File: src/rtl/game_board_ram.sv
// Othello board store: 10x10 array of 2-bit cells with a built-in opening-position loader.
// Define GBR_INIT_ON_RESET_EN to start the opening-position load automatically when reset releases.
module game_board_ram #(
  parameter int BOARD_DIM = 10,
  parameter int ADDR_W    = 7
) (
  input  logic              clock,
  input  logic              reset,
  input  logic [ADDR_W-1:0] address,
  input  logic [1:0]        data,
  input  logic              wren,
  output logic [1:0]        q,
  input  logic              init_start,
  output logic              init_busy,
  output logic              init_done
);

  localparam int CELLS = BOARD_DIM * BOARD_DIM;
  localparam int RC_W  = $clog2(BOARD_DIM);

  localparam logic [ADDR_W-1:0] LAST_ADDR = ADDR_W'(CELLS - 1);
  localparam logic [RC_W-1:0]   EDGE_HI   = RC_W'(BOARD_DIM - 1);
  localparam logic [RC_W-1:0]   MID_LO    = RC_W'(BOARD_DIM / 2 - 1);
  localparam logic [RC_W-1:0]   MID_HI    = RC_W'(BOARD_DIM / 2);

  localparam logic [1:0] CELL_EMPTY  = 2'b00;
  localparam logic [1:0] CELL_BLACK  = 2'b01;
  localparam logic [1:0] CELL_WHITE  = 2'b10;
  localparam logic [1:0] CELL_BORDER = 2'b11;

  typedef enum logic [1:0] {
    IDLE,
    LOAD,
    DONE
  } state_t;

  state_t state, state_next;

  logic [ADDR_W-1:0] load_addr;
  logic [RC_W-1:0]   load_row;
  logic [RC_W-1:0]   load_col;
  logic [1:0]        load_cell;
  logic              start_req;
  logic              ext_active;
  logic              load_we;
  logic              in_range;

  logic [1:0] mem [CELLS];

`ifdef GBR_INIT_ON_RESET_EN
  // Behaves like an init_start pulse on the first cycle out of reset.
  logic auto_start;

  always_ff @(posedge clock) begin
    if (reset) auto_start <= 1'b1;
    else       auto_start <= 1'b0;
  end

  assign start_req = init_start | auto_start;
`else
  assign start_req = init_start;
`endif

  assign in_range  = (address <= LAST_ADDR);
  assign init_busy = (state == LOAD);
  assign init_done = (state == DONE);

  always_ff @(posedge clock) begin
    if (reset) state <= IDLE;
    else       state <= state_next;
  end

  always_comb begin
    state_next = state;
    ext_active = 1'b0;
    load_we    = 1'b0;
    unique case (state)
      IDLE, DONE: begin
        ext_active = 1'b1;
        if (start_req) state_next = LOAD;
      end
      LOAD: begin
        load_we = 1'b1;
        if (load_addr == LAST_ADDR) state_next = DONE;
      end
      default: state_next = IDLE;
    endcase
  end

  // Row/column are tracked alongside the linear address to avoid a divider.
  always_ff @(posedge clock) begin
    if (reset || (ext_active && start_req)) begin
      load_addr <= '0;
      load_row  <= '0;
      load_col  <= '0;
    end else if (load_we) begin
      load_addr <= load_addr + 1'b1;
      if (load_col == EDGE_HI) begin
        load_col <= '0;
        load_row <= load_row + 1'b1;
      end else begin
        load_col <= load_col + 1'b1;
      end
    end
  end

  always_comb begin
    load_cell = CELL_EMPTY;
    if (load_row == '0 || load_row == EDGE_HI || load_col == '0 || load_col == EDGE_HI)
      load_cell = CELL_BORDER;
    else if ((load_row == MID_LO && load_col == MID_LO) || (load_row == MID_HI && load_col == MID_HI))
      load_cell = CELL_WHITE;
    else if ((load_row == MID_LO && load_col == MID_HI) || (load_row == MID_HI && load_col == MID_LO))
      load_cell = CELL_BLACK;
  end

  // Array contents survive reset; reset only stops any write in flight.
  always_ff @(posedge clock) begin
    if (!reset) begin
      if (load_we)
        mem[load_addr] <= load_cell;
      else if (ext_active && wren && in_range)
        mem[address] <= data;
    end
  end

  always_ff @(posedge clock) begin
    if (reset) begin
      q <= CELL_EMPTY;
    end else if (ext_active) begin
      if (!in_range)
        q <= CELL_BORDER;
      else if (wren)
        q <= data;
      else
        q <= mem[address];
    end
  end

endmodule

File: config.mk
export PLATFORM = sky130hd
export DESIGN_NAME = game_board_ram
export DESIGN_NICKNAME = d
export VERILOG_FILES = /design/src/rtl/game_board_ram.sv
export SDC_FILE = /design/constraint.sdc
export NUM_CORES = 1
export LEC_CHECK = 0
export ABC_AREA = 1
export CORE_MARGIN = 2
export CORE_UTILIZATION = 50
export DETAILED_ROUTE_END_ITERATION = 10
export GPL_TIMING_DRIVEN = 0
export PLACE_DENSITY = 0.75
export SLEW_MARGIN = 0
export SYNTH_ARGS = -nofsm -noshare
export SYNTH_HDL_FRONTEND = slang
export SYNTH_SLANG_ARGS = --single-unit
File: constraint.sdc
create_clock -name clock -period 6.1 [get_ports clock]
set_input_delay 1.22 -clock clock [delete_from_list [all_inputs] [get_ports clock]]
set_output_delay 1.22 -clock clock [all_outputs]
set_load 0.01 [all_outputs]
==> impl_metrics.json, run 1 <==
{
  "status": "finished, final reports clean",
  "path_clk_slew_ns": 0.06,
  "start_util_pct": 50.6,
  "cts_buffers": 23,
  "maxSlewViolCount": 0,
  "route.detailed.drc": 0,
  "grt_pass1_wl_microns": 41600,
  "overflow": 0,
  "cp.required_ns": 6.31,
  "grt_max_degree": 39,
  "tightest_slew_ns": 0.922,
  "worst_skew_pair.late_latency_ns": 0.54,
  "drv_cap": 0,
  "hpwl_microns": 17800,
  "period_minus_slack_ns": 3.90,
  "final_cell_area_sq_um": 11100,
  "routed_wl_microns": 27600,
  "fin_ws_ns": 2.20,
  "crit_slowest_cell": "clkdlybuf4s50_1",
  "syn_nets": 1005,
  "cts_max_level": 1,
  "synth-seq-area-share_pct": 65.2,
  "antenna_found_initial": 0,
  "synth.distinct_cells": 34,
  "core_area_sq_um": 19300,
  "wl_per_cell_microns": 21.1,
  "gp_congestion": 0.939,
  "cts_tree": "yes",
  "n_fill_cell": 1595,
  "cts_buffer_depth": 3,
  "final_cell_mix": "nand2_1 (294), edfxtp_1 (200), nand3_1 (174)",
  "synth_area_sq_um": 9790,
  "via_per_inst": 5.95,
  "synthCells": 988,
  "synth_area_per_cell_sq_um": 9.91,
  "fmax_mhz": 256,
  "drtIter0Drc": 1119,
  "pre_cts_slack_ns": 1.73,
  "syn_to_final_growth_pct": 13.4,
  "crit_chain": "clkdlybuf4s50_1, o31ai_4, nand4_4, o21ai_1, buf_2, nand4_2, nor2_1",
  "port_buffers": 13,
  "power-per-cell-area_nw_per_um2": 290,
  "row_count": 51,
  "cts-resized-gates": 0,
  "max-slew-margin-rel_pct": 38.6,
  "hold_viol_final": 0,
  "stdcell_count": 1312,
  "yosysWarnings": 0,
  "ys_ff_latch": 219,
  "setup_viol": 0,
  "grtUsageTotal_pct": 27.3,
  "drive_above_1_share_pct": 7.45,
  "grt_pass1_vias": 7434,
  "end_kind": "flop",
  "finClkSkew_ns": 0.0302,
  "nets": 1048,
  "grt_setup_unrepaired": "no",
  "first_pass_iters": 6,
  "ir_drop_uv": 271,
  "die_w_microns": 144,
  "diodes": 0,
  "cts_hold_buffers": 0,
  "fp.dieH_microns": 144,
  "hp-class": "flop to flop",
  "postRouteAntennaNets": 0,
  "critPathKind": "primary input to flop",
  "layout_commonest_cell": "nand2_1",
  "critPathMaxFanout": 10,
  "clock_sinks": 219,
  "dp.cells": 1271,
  "via_count": 7807,
  "cts.root.buffer_cell": "clkbuf_16",
  "dpl_cell_area_sq_um": 10400,
  "post-cts-setup-buffer-count": 0,
  "io_pins": 17,
  "start_kind": "primary input",
  "post-route-period-util_pct": 64.0,
  "p_leak_uw": 0.00403,
  "die_area_sq_um": 20700,
  "cpPeakStageDelay_ns": 0.63,
  "crit_arrival_ns": 4.11
}
[registers in the layout, indices dropped and copies added (netlist names)]
register and count:
mem 200, load_addr 7, load_col 4, load_row 4, q 2, state 2
[worst max-delay path: cells and delay by family]
| kind | cells | cell delay, ns |
|---|---|---|
| buf+inv | 2 | 0.92 |
| simple gates | 3 | 1.18 |
| compound gates | 2 | 0.77 |
[logic make-up after synthesis]
family	synth area share (%)
AND/OR/NAND/NOR	27.4
flip-flops	65.2
adder cells (fa/ha/maj)	0.511
buffers and inverters	3.99
AO/OA/AOI/OAI	2.91
[metal layers]
metal / global-route usage [%] / share of wire (%) / wire length (microns)
met2: 44.3 / 47 / 12900
met5: 0 / 0 / 0
met3: 5.63 / 12 / 3320
met1: 35.7 / 37 / 10100
met4: 11.8 / 4.8 / 1320
[stage by stage]
| stage | power (uW) | utilization [%] | hold WS, ns | setup TNS, ns |
|---|---|---|---|---|
| detailed placement | 1920 | 53.8 | 0.498 | 0 |
| CTS | 3210 | 57.4 | 0.513 | 0 |
| finish | 3220 | 57.4 | 0.513 | 0 |
| floorplan | 1820 | - | 0.452 | 0 |
| global placement | 1920 | 53.0 | 0.488 | -613.87 |
| global route | 3290 | 57.4 | 0.542 | 0 |
[cells in the mapped netlist]
library cell	instances	area (sq um)
a21oi_1	18	90.1
a22o_1	1	8.76
a22oi_1	1	7.51
a31oi_1	1	6.26
buf_1	4	15.0
buf_2	9	45.0
buf_4	2	15.0
buf_6	1	11.3
clkbuf_1	29	109
clkinv_1	3	11.3
dfxtp_1	19	380
edfxtp_1	200	6010
ha_1	4	50.1
inv_1	43	161
inv_2	6	22.5
nand2_1	294	1100
nand2_2	2	12.5
nand3_1	174	871
nand4_1	2	12.5
nand4_2	5	62.6
nand4_4	1	21.3
nor2_1	121	454
nor2_2	4	25.0
nor2_4	1	11.3
nor3_1	12	60.1
nor3_2	2	20.0
nor4_1	4	25.0
o21ai_0	14	70.1
o21ai_1	2	10.0
o21ai_2	4	35.0
o21ai_4	1	16.3
o22ai_1	2	12.5
o31ai_1	1	7.51
o31ai_4	1	21.3
[area by class of cell]
cell class / count / area, sq um / share of cell area [%]
Multi-Input combinational cell: 672 / 3040 / 27.3
Tap cell: 265 / 332 / 2.99
Clock buffer: 26 / 587 / 5.28
Sequential cell: 219 / 6390 / 57.5
Buffer: 45 / 195 / 1.76
Clock inverter: 15 / 114 / 1.03
Inverter: 52 / 195 / 1.76
Timing Repair Buffer: 18 / 260 / 2.34
[where the power goes]
group	internal, uW	leakage (uW)	switching, uW
Clock	738	0.000344	579
Combinational	66.9	0.00157	193
Sequential	1640	0.00211	3.39
Total	2440	0.00403	776
[worst paths after layout]
kind	start	to	depth (start not counted)	slack, ns
hold reg to reg	load_addr[1]$_SDFFE_PP0P_	load_addr[1]$_SDFFE_PP0P_	2	0.51
hold / removal	load_addr[1]$_SDFFE_PP0P_	load_addr[1]$_SDFFE_PP0P_	2	0.51
setup reg to reg	state[0]$_SDFFE_PP0P_	mem[22][0]$_DFFE_PP_	8	3.22
setup / recovery	address[3]	mem[22][0]$_DFFE_PP_	7	2.20
No activity file was read; power rests on OpenSTA's default activity.
==> run 2, diff against run 1 <==
- clock period: 6.1 -> 3.8 ns (I/O delays scaled with it)
==> results of run 2 <==
The final DEF is identical to that of run 1. Status: finished, final reports clean.
Among the figures that moved: setup slack after placement 1.73 ns -> -0.113 ns; setup slack after layout 2.20 ns -> 0.359 ns; register-to-register setup slack 3.22 ns -> 0.92 ns; total power 3220 uW -> 5160 uW; worst IR drop on VDD 271 uV -> 435 uV
==> run 3, diff against run 2 <==
- CORE_ASPECT_RATIO: default -> 2
- PLACE_DENSITY: 0.75 -> 0.78
- clock period: 3.8 -> 3.01 ns (I/O delays scaled with it)
==> run 3 against run 2 <==
Against the previous run: clock skew down 0.017 ns; setup slack worse by 0.21 ns; cell area down 0.85%; wire length up 4.9%; critical path depth up 1; via count down 1.5%; sequential cell count unchanged; clock power up 9.5%; global-route usage up 1.0 points; critical path type unchanged; largest cell class unchanged; largest power group unchanged.
==> impl_metrics.json, run 3 (same netlist as run 1, synthesis figures left out) <==
{
  "p_switching_uw": 1470,
  "maxSlewViolCount": 0,
  "first_pass_iters": 5,
  "cts_hold_buffers": 0,
  "n_fill_cell": 1697,
  "gp_congestion": 1.00,
  "pwr-share-seq_pct": 53.8,
  "fp.dieH_microns": 202,
  "period_minus_slack_ns": 2.86,
  "rr_worst_depth": 9,
  "finClkSkew_ns": 0.0129,
  "row_count": 72,
  "multi_input_area_sq_um": 3100,
  "post-route-period-util_pct": 95.0,
  "start_util_pct": 50.8,
  "io_pins": 17,
  "p_int_uw": 4710,
  "crit_chain": "clkdlybuf4s50_1, clkbuf_1, buf_2, o21ai_1, clkbuf_4, inv_1, nand4_4, nor2_1",
  "cts_max_level": 1,
  "dp.cells": 1264,
  "p_clk_share_pct": 37.4,
  "diodes": 0,
  "crit_arrival_ns": 3.04,
  "grt_pass1_wl_microns": 42500,
  "seq_area_sq_um": 6390,
  "setup_viol": 0,
  "power-per-cell-area_nw_per_um2": 561,
  "final_cell_area_sq_um": 11000,
  "fmax_mhz": 350,
  "routed_wl_microns": 29000,
  "end_kind": "flop",
  "ir_drop_uv": 735,
  "start_kind": "primary input",
  "largest_reg_flops": 200,
  "postRouteAntennaNets": 0,
  "cp.required_ns": 3.19,
  "critPathMaxFanout": 10,
  "hp-class": "flop to flop",
  "grtUsageTotal_pct": 28.3,
  "via_per_inst": 5.92,
  "grt_max_degree": 42,
  "die_area_sq_um": 20800,
  "via_count": 7691,
  "largest-register": "mem",
  "crit_slowest_cell": "clkdlybuf4s50_1",
  "path_clk_slew_ns": 0.06,
  "status": "finished, final reports clean",
  "cts.root.buffer_cell": "clkbuf_16",
  "core_area_sq_um": 19300,
  "hold_viol_final": 0,
  "crit-reg2reg-launch": "state[0]$_SDFFE_PP0P_",
  "syn_to_final_growth_pct": 12.5,
  "hpwl_microns": 19600,
  "pwr-share-comb_pct": 8.8,
  "min-delay-start": "load_addr[6]$_SDFFE_PP0P_",
  "max-slew-margin-rel_pct": 33.6,
  "swShare_pct": 23.8,
  "cpPeakStageDelay_ns": 0.51,
  "rr_endpoint": "mem[26][0]$_DFFE_PP_",
  "holdPathEnd": "load_addr[6]$_SDFFE_PP0P_",
  "final_cell_mix": "nand2_1 (293), edfxtp_1 (200), nand3_1 (174)",
  "route.detailed.drc": 0,
  "reg2reg_slack_ns": 0.24,
  "layout_commonest_cell": "nand2_1",
  "top_regs": "mem (200), load_addr (7)",
  "die_w_microns": 103,
  "critPathKind": "primary input to flop",
  "hold_path_depth": 2,
  "cts_tree": "yes",
  "nets": 1045,
  "antenna_found_initial": 0,
  "wl_per_cell_microns": 22.3,
  "tightest_slew_ns": 0.996,
  "stdcell_count": 1300,
  "cts_buffers": 19,
  "p_leak_uw": 0.00399,
  "power.total_uw": 6170,
  "drv_cap": 0,
  "grt_pass1_vias": 7586,
  "worst_skew_pair.late_latency_ns": 0.50,
  "drtIter0Drc": 855,
  "cts_buffer_depth": 3,
  "port_buffers": 13,
  "dpl_cell_area_sq_um": 10300,
  "overflow": 0,
  "clock_sinks": 219,
  "drive_above_1_share_pct": 7.40
}
run 3: cell types whose count changed in the layout (fill, tap and decap cells not counted), moves of 3 or more:
| cell | before | now |
|---|---|---|
| clkinv_1 | 9 | 5 |
| clkbuf_16 | 23 | 19 |
| nand4_2 | 5 | 1 |
| buf_12 | 1 | 4 |
| nand4_4 | 1 | 5 |
| buf_16 | 4 | 0 |
run 3: how the worst max path moves through the flow:
stage / depth (start not counted) / slack [ns] / startpoint / to
after floorplan: 6 / -0.48 / address[4] / mem[0][0]$_DFFE_PP_
after global placement: 6 / -2.87 / address[3] / mem[51][1]$_DFFE_PP_
after detailed placement: 10 / -0.64 / address[5] / mem[11][1]$_DFFE_PP_
after CTS: 7 / -0.07 / address[3] / mem[94][1]$_DFFE_PP_
after global routing: 8 / -0.009 / address[0] / mem[93][0]$_DFFE_PP_
final: 8 / 0.15 / address[0] / mem[47][1]$_DFFE_PP_
run 3: layer usage:
layer	vias up	track usage, %	part of all wire, %
met5	-	0	0
met4	0	19.8	8.8
met3	139	3.77	7.9
met2	420	49.5	52
met1	3672	30.3	32
li1	3460	-	-
run 3: power by group through the flow:
stage               clock network [uW]  registers (uW)  logic (uW)
floorplan                            0            3390         296
global placement                     0            3390         499
detailed placement                   0            3390         513
CTS                               2310            3320         518
global route                      2400            3320         576
finish                            2310            3320         545
run 3: timing repair:
item                       in CTS  in global routing
setup endpoints to repair     124                251
resized for setup               3                 15
buffers inserted                0                  2
pin swaps                       0                  1
run 3: cell type report:
class | instances | share of cell area, %
timing repair buffer | 19 | 2.09
sequential | 219 | 58.0
clock buffer | 25 | 4.52
tap | 259 | 2.94
clock inverter | 9 | 0.636
buffer | 45 | 1.83
inverter | 52 | 1.81
multi-input combinational | 672 | 28.2
run 3: per-stage QoR:
stage          hold slack, ns  TNS, ns  setup slack, ns  utilization [%]
2_1_floorplan           0.452   -96.06           -0.480                -
3_3_place_gp            0.480  -657.71            -2.87             53.2
3_5_place_dp            0.486  -179.49           -0.640             53.7
4_1_cts                 0.497   -0.923          -0.0692             56.7
5_1_grt                 0.514  -0.0186         -0.00942             57.1
6_report                0.497        0            0.150             57.1
run 3: worst max-delay path, delay by kind of cell:
kind | cells | cell delay [ns]
buffers and inverters | 5 | 1.60
and+or+nand+nor | 2 | 0.61
AOI/OAI and AO/OA | 1 | 0.20
